### src/rtl/router_fsm_pkg.sv
// Shared definitions for the 1-to-3 packet router control logic.
//   state_e      : the eight control FSM states, 3-bit binary encoding
//   ADDR_*       : destination address codes carried in header bits [1:0]
package router_fsm_pkg;

  typedef enum logic [2:0] {
    DECODE_ADDRESS     = 3'd0,
    LOAD_FIRST_DATA    = 3'd1,
    LOAD_DATA          = 3'd2,
    WAIT_TILL_EMPTY    = 3'd3,
    FIFO_FULL_STATE    = 3'd4,
    LOAD_AFTER_FULL    = 3'd5,
    LOAD_PARITY        = 3'd6,
    CHECK_PARITY_ERROR = 3'd7
  } state_e;

  localparam logic [1:0] ADDR_0       = 2'd0;
  localparam logic [1:0] ADDR_1       = 2'd1;
  localparam logic [1:0] ADDR_2       = 2'd2;
  localparam logic [1:0] ADDR_INVALID = 2'd3;

endpackage

### src/rtl/router_fsm.sv
// Control FSM of a 1-to-3 packet router.
// Decodes the header destination, sequences header/payload/parity loading,
// stalls on a full or non-empty destination FIFO and drives busy to the source.
// Ports:
//   clock, resetn                 : clock, asynchronous active-low reset
//   pkt_valid, data_in[1:0]       : packet strobe and header destination bits
//   fifo_full                     : selected destination FIFO full
//   fifo_empty_0..2               : per-FIFO empty flags
//   soft_reset_0..2               : per-FIFO timeout soft resets
//   parity_done, low_packet_valid : status from the register block
//   write_enb_reg .. busy         : Moore outputs decoded from the state
//   state_dbg                     : current state, for observation only
//
// Handshake: busy=1 tells the source to hold its current byte; the source may
// only advance to the next byte on a clock edge where busy=0.
module router_fsm
  import router_fsm_pkg::*;
(
  input  logic       clock,
  input  logic       resetn,
  input  logic       pkt_valid,
  input  logic [1:0] data_in,
  input  logic       fifo_full,
  input  logic       fifo_empty_0,
  input  logic       fifo_empty_1,
  input  logic       fifo_empty_2,
  input  logic       soft_reset_0,
  input  logic       soft_reset_1,
  input  logic       soft_reset_2,
  input  logic       parity_done,
  input  logic       low_packet_valid,
  output logic       write_enb_reg,
  output logic       detect_add,
  output logic       ld_state,
  output logic       laf_state,
  output logic       lfd_state,
  output logic       full_state,
  output logic       rst_int_reg,
  output logic       busy,
  output state_e     state_dbg
);

  state_e     state_q, state_d;
  logic [1:0] addr_q, addr_d;

  logic empty_in;     // empty flag selected by the incoming header
  logic empty_addr;   // empty flag selected by the latched address
  logic soft_rst_sel; // soft reset of the latched address

  always_comb begin
    empty_in = 1'b0;
    case (data_in)
      ADDR_0:  empty_in = fifo_empty_0;
      ADDR_1:  empty_in = fifo_empty_1;
      ADDR_2:  empty_in = fifo_empty_2;
      default: empty_in = 1'b0;
    endcase
  end

  always_comb begin
    empty_addr   = 1'b0;
    soft_rst_sel = 1'b0;
    case (addr_q)
      ADDR_0: begin empty_addr = fifo_empty_0; soft_rst_sel = soft_reset_0; end
      ADDR_1: begin empty_addr = fifo_empty_1; soft_rst_sel = soft_reset_1; end
      ADDR_2: begin empty_addr = fifo_empty_2; soft_rst_sel = soft_reset_2; end
      default: begin empty_addr = 1'b0; soft_rst_sel = 1'b0; end
    endcase
  end

  // The latch follows data_in for as long as a header is offered in DECODE,
  // so it holds the destination of the packet actually accepted.
  always_comb begin
    addr_d = addr_q;
    if (state_q == DECODE_ADDRESS && pkt_valid) addr_d = data_in;
  end

  always_comb begin
    state_d = state_q;
    case (state_q)
      DECODE_ADDRESS: begin
        if (pkt_valid && data_in != ADDR_INVALID)
          state_d = empty_in ? LOAD_FIRST_DATA : WAIT_TILL_EMPTY;
      end
      WAIT_TILL_EMPTY: if (empty_addr) state_d = LOAD_FIRST_DATA;
      LOAD_FIRST_DATA: state_d = LOAD_DATA;
      LOAD_DATA: begin
        if (fifo_full)       state_d = FIFO_FULL_STATE;
        else if (!pkt_valid) state_d = LOAD_PARITY;
      end
      FIFO_FULL_STATE: if (!fifo_full) state_d = LOAD_AFTER_FULL;
      LOAD_AFTER_FULL: begin
        if (parity_done)           state_d = DECODE_ADDRESS;
        else if (low_packet_valid) state_d = LOAD_PARITY;
        else                       state_d = LOAD_DATA;
      end
      LOAD_PARITY:        state_d = CHECK_PARITY_ERROR;
      CHECK_PARITY_ERROR: state_d = fifo_full ? FIFO_FULL_STATE : DECODE_ADDRESS;
      default:            state_d = DECODE_ADDRESS;
    endcase
    // A timeout on the current destination abandons the packet from anywhere.
    if (soft_rst_sel) state_d = DECODE_ADDRESS;
  end

  always_ff @(posedge clock or negedge resetn) begin
    if (!resetn) begin
      state_q <= DECODE_ADDRESS;
      addr_q  <= ADDR_0;
    end else begin
      state_q <= state_d;
      addr_q  <= addr_d;
    end
  end

  always_comb begin
    detect_add    = (state_q == DECODE_ADDRESS);
    lfd_state     = (state_q == LOAD_FIRST_DATA);
    ld_state      = (state_q == LOAD_DATA);
    full_state    = (state_q == FIFO_FULL_STATE);
    laf_state     = (state_q == LOAD_AFTER_FULL);
    rst_int_reg   = (state_q == CHECK_PARITY_ERROR);
    write_enb_reg = (state_q == LOAD_DATA) || (state_q == LOAD_PARITY) ||
                    (state_q == LOAD_AFTER_FULL);
    busy          = !((state_q == DECODE_ADDRESS) || (state_q == LOAD_DATA));
    state_dbg     = state_q;
  end

endmodule

### config.mk
export PLATFORM = sky130hd
export DESIGN_NAME = router_fsm
export DESIGN_NICKNAME = d
export VERILOG_FILES = /design/src/rtl/router_fsm_pkg.sv /design/src/rtl/router_fsm.sv
export SDC_FILE = /design/constraint.sdc
export NUM_CORES = 1
export LEC_CHECK = 0
export CAP_MARGIN = 20
export CORE_MARGIN = 1
export CORE_UTILIZATION = 30
export CTS_CLUSTER_DIAMETER = 80
export CTS_CLUSTER_SIZE = 40
export DETAILED_ROUTE_END_ITERATION = 16
export PLACE_DENSITY = 0.74
export SETUP_SLACK_MARGIN = 0.2
export SLEW_MARGIN = 20
export SYNTH_ARGS = -nofsm -noshare
export SYNTH_HDL_FRONTEND = slang
export SYNTH_SLANG_ARGS = --single-unit
### constraint.sdc
create_clock -name clock -period 2.27 [get_ports clock]
set_clock_uncertainty 0.2 [all_clocks]
set_input_delay 0.454 -clock clock [delete_from_list [all_inputs] [get_ports clock]]
set_output_delay 0.454 -clock clock [all_outputs]
set_load 0.01 [all_outputs]
== Word-level counts from Yosys, hierarchy flattened ==
Cells that the tools add are included.

* Output and inout bits: 11
* Word-level logic and storage cells: 42
* Register bits: 5
* Input port bits: 14

* Equal/unequal tests: 16
* Mux-type cells: 14
* Reductions and logical operators: 10

{| class="wikitable"
|+ Operator list
! operator !! number
|-
| $mux 3 || 9
|-
| $pmux 3 s8 || 1
|-
| $eq 3x3->1 const B || 4
|-
| $pmux 1 s3 || 3
|-
| $eq 3x2->1 const B || 2
|-
| $eq 2x1->1 const B || 2
|-
| $eq 2x2->1 const B || 2
|-
| $logic_not 2->1 || 2
|-
| $ne 4x3->1 const B || 1
|-
| $reduce_and 4->1 || 1
|-
| $eq 3x1->1 const B || 1
|-
| $logic_not 3->1 || 1
|-
| $logic_or 1x1->1 || 3
|-
| $ne 3x1->1 const B || 1
|-
| $ne 3x2->1 const B || 1
|-
| $ne 3x3->1 const B || 1
|-
| $logic_and 1x1->1 || 2
|-
| $mux 2 || 1
|-
| $ne 2x2->1 const B || 1
|-
| $logic_not 1->1 || 1
|}

== Logic depth before layout (Yosys ltp) ==
* Depth in word-level cells: 6
* Mapped depth: 6
* Mapped depth without buffers: 5

== Worst setup path before layout ==
No wires, ideal clock.

* Path kind: flip-flop to output port
* Start point: register state_q[2] (netlist: state_dbg[2])
* End point: output write_enb_reg
* Data required time: 1.616 ns
* Cell stages (with the launch flop): 4
* Path buffers: 1
* Slack: 0.341 ns
* Arrival time: 1.275 ns
* Cells stage by stage: dfrtp_1 > clkbuf_1 > nor3b_1 > a21o_2

* Elaborated cells between the ends (all ways): 5

{| class="wikitable"
|+ RTL lines
! what !! line !! RTL
|-
| start, declared || router_fsm.sv:43 || <nowiki>state_e state_q, state_d;</nowiki>
|-
| start signal, assigned || router_fsm.sv:110 || <nowiki>state_q <= state_d;</nowiki>
|-
| $eq 3x3->1 || - ||
|-
| via laf_state || router_fsm.sv:35 || <nowiki>output logic laf_state,</nowiki>
|-
| $logic_or 1x1->1 || router_fsm.sv:122 || <nowiki>write_enb_reg = (state_q == LOAD_DATA) || (state_q == LOAD_PARITY) ||</nowiki>
|-
| end, declared || router_fsm.sv:32 || <nowiki>output logic write_enb_reg,</nowiki>
|}

The timed path passes the listed nets, and every way through them passes these cells.

== Final worst setup path ==
* Start point: register state_q[0] (netlist: state_dbg[0])
* End point: output full_state

* Word-level cells in the longest chain between the ends: 1

{| class="wikitable"
|+ RTL lines
! what !! line !! RTL
|-
| $eq 3x3->1 || router_fsm.sv:119 || <nowiki>full_state = (state_q == FIFO_FULL_STATE);</nowiki>
|-
| end, declared || router_fsm.sv:37 || <nowiki>output logic full_state,</nowiki>
|}

No other way between the ends.

==> results.md <==
* Outcome: completed
* P_int at about 0.0006 W
* DR pass1 iterations at 2
* Hold Buf Count CTS at 0
* Worst-margin pin slew at roughly 360 ps
* Tot GR Track Use at 17.8%
* Reg power frac at a little under a fifth
* Clock root buffer: clkbuf_4
* Starting density of the core at 33.0%
* Switching power at ~0.00038 W
* Stages on the worst setup path at 4
* Largest net degree at the start of global routing at 9
* CP top delay family: buffers and inverters
* Layout cells sized above 1 at a little over a third
* Clock share of power at roughly a tenth
* Initial antenna violation count at 0
* GP Congestion at 0.803
* Final Hold Vio Count at 0
* Rel. slew slack at 76.0%
* Clock tree sinks at 5
* Crit path kind: flop to output pin
* Drt wl/cell at between 10 and 15 um
* Logic gate share of total power at between 70% and 80%
* Port bufs at 24
* Synth area leaders: dfrtp_1 (29%), mux2i_1 (6.9%), mux2_2 (5.2%)
* Final period util at 89.2%
* Io pins at 25
* P_leak at between 0.4 and 0.5 nW
* CTS Buf Count at 3
* Worst setup EP type: output pin
* Max VDD drop at slightly below 0.5 mV
* Total grt overflow at 0
* Nets@finish at 104
* Sw Ratio at between 30% and 40%
* R2R Setup Slk at roughly 350 ps
* Crit path to: full_state
* RSZ-0062 raised after global routing: false
* Bufs on Longest Clock Path at 2
* Worst-path maximum fanout at 6
* Diode count at 0
* Most frequent cells in the layout: clkdlybuf4s50_1 (14), buf_4 (13), a21oi_1 (4), dlygate4sd2_1 (4)
* Arrival time worst endpoint at roughly 1400 ps
* Number of library cell types mapped by synthesis at 28
* CP bufs+invs at 3
* Final core occ at between 60% and 70%
* Routed WL at 1260 um
* Critical Path Start: state_dbg[0]
* Final setup fails at 0
* Synth-to-Final Area Change at 87.9%
* H-Tree Depth at 1
* Ys flop type: dfrtp_1
* Clock latency on the worst-skew pair at ~240 ps
* Fmax at about 0.5 GHz
* Synth top area share at 28.7%
* Synthesized flop and latch total at 5
* Ys async rst share at 100%
* Row count at 13
* Reg2reg end: state_dbg[1]
* Vias per Instance at 5.00
* Number of global-route vias before repair at 478
* Crit-path max cell delay at 390 ps
* Synth Cell Area at approximately 440 um2
* Worst Hold Class: primary input to asynchronous set/reset pin
* Syn Nets at 65
* Die ar. at between 0.0015 and 0.002 mm2
* Reg clk slew, reported paths at about 40 ps
* Post-synth EDFFs at 0
* Final ANT Viol Nets at 0
* Die Y at between 40 and 50 um
* Syn Inst Count at 51
* Fin. max-slew vios at 0
* Commonest non-fill, non-tap cell in the layout: clkdlybuf4s50_1
* Worst EP required at approximately 1600 ps
* Worst R2R Path Depth at 5
* Worst r2r src: state_dbg[2]
* PD cells at about 1200 mW/mm2
* First-pass GRT wire length at roughly 1900 um
* Hpwl dp at roughly 900 um
* Seq/Total Area, Yosys at ~29%
* Syn_area_per_cell at roughly 8.5 um2
* DRT iter0 DRCs at 6
* Core ar. at roughly 0.0013 mm2
* Routed vias at 520
* Die Width at around 40 um
* Critical path, cell by cell: buf_4 > buf_4 > nor3b_1 > clkdlybuf4s15_1
* CP Launch Type: flop
* DRC viols at 0
* Tmin final at ~2000 ps
* Cell mode on critical path: buf_4
* Synth area leader: dfrtp_1
* Max-cap violations at 0
* Slowest-stage cell, CP: dfrtp_2
* Setup TNS at 0 ps
* CTS tree: yes
* Yosys warns at 0
-- worst min-delay path by stage --
stage | depth (start not counted) | from | slack [ps] | to
4_1_cts | 1 | resetn | 240 | state_dbg[0]
3_3_place_gp | 1 | addr_q[0] | 370 | addr_q[0]
3_5_place_dp | 1 | addr_q[0] | 370 | addr_q[0]
5_1_grt | 1 | resetn | 240 | state_dbg[2]
2_1_floorplan | 0 | resetn | -40 | addr_q[0]
6_report | 1 | resetn | 240 | state_dbg[0]
-- registers in the layout, summed over array words and instances, names as in the netlist --
signal     flops
addr_q         2
state_dbg      3
-- timing repair --
| action | 4_1_cts | 5_1_grt |
|---|---|---|
| endpoints found under the setup margin | 10 | 9 |
| resized for setup | 11 | 9 |
| pin swaps | 0 | 1 |
| setup buffers | 1 | 6 |
-- cells in the mapped netlist (3+ instances only) --
cell / n
dfrtp_1: 5
a21oi_1: 4
nor3_1: 4
mux2i_1: 3
nor2_1: 3
o21ai_0: 3
-- worst register-to-register path, delay by kind of cell, from the launching register on --
family | cells | cell delay (ps)
compound gates | 3 | 530
simple gates | 1 | 510
flops | 1 | 420
buf+inv | 1 | 170
-- power groups by stage --
stage | sequential, W | combinational [W] | clock (W)
after global routing | 0.000193 | 0.000746 | 0.000112
after global placement | 0.000195 | 0.000611 | 0
final | 0.000184 | 0.000694 | 0.000102
after CTS | 0.000204 | 0.000600 | 0.000107
after floorplan | 0.000183 | 0.000345 | 0
after detailed placement | 0.000198 | 0.000613 | 0
-- per-layer routing --
layer | track usage (%) | vias to the layer above | share of wire (%)
met2 | 31.9 | 18 | 51
met1 | 19.1 | 238 | 44
met3 | 6.67 | 0 | 4.8
met4 | 5.17 | 0 | 0
li1 | - | 264 | -
met5 | 0 | - | 0
-- metrics by stage --
| step | total power (W) | instances | setup slack (ps) | cell area (um2) | hold slack, ps |
|---|---|---|---|---|---|
| 6_report | 0.000980 | 104 | 244 | 818 | 236 |
| 5_1_grt | 0.00105 | 104 | 162 | 818 | 240 |
| 4_1_cts | 0.000911 | 98 | 48.4 | 761 | 237 |
| 3_5_place_dp | 0.000810 | 93 | 10.3 | 721 | 365 |
| 3_3_place_gp | 0.000806 | 93 | 35.9 | 721 | 368 |
| 2_1_floorplan | 0.000528 | 51 | 341 | 435 | -41.6 |
-- final cells by class --
| type | instances | area (um2) |
|---|---|---|
| multi-input cells | 40 | 293 |
| clock buffers | 4 | 26.3 |
| flip-flops and latches | 5 | 129 |
| repair buffers | 37 | 335 |
| well taps | 15 | 18.8 |
| fillers | 119 | 499 |
| inverters | 3 | 16.3 |
-- logic make-up (layout without fill, tap and decap cells) --
logic type | count (synthesis) | in the layout | synth area share (%)
buffers and inverters | 6 | 44 | 8.05
AOI/OAI and AO/OA | 15 | 15 | 23.6
and+or+nand+nor | 19 | 19 | 25.6
xor gates and xnor gates | 1 | 1 | 2.01
muxes | 5 | 5 | 12.1
DFF | 5 | 5 | 28.7
Power figures use the tool's default switching activity.
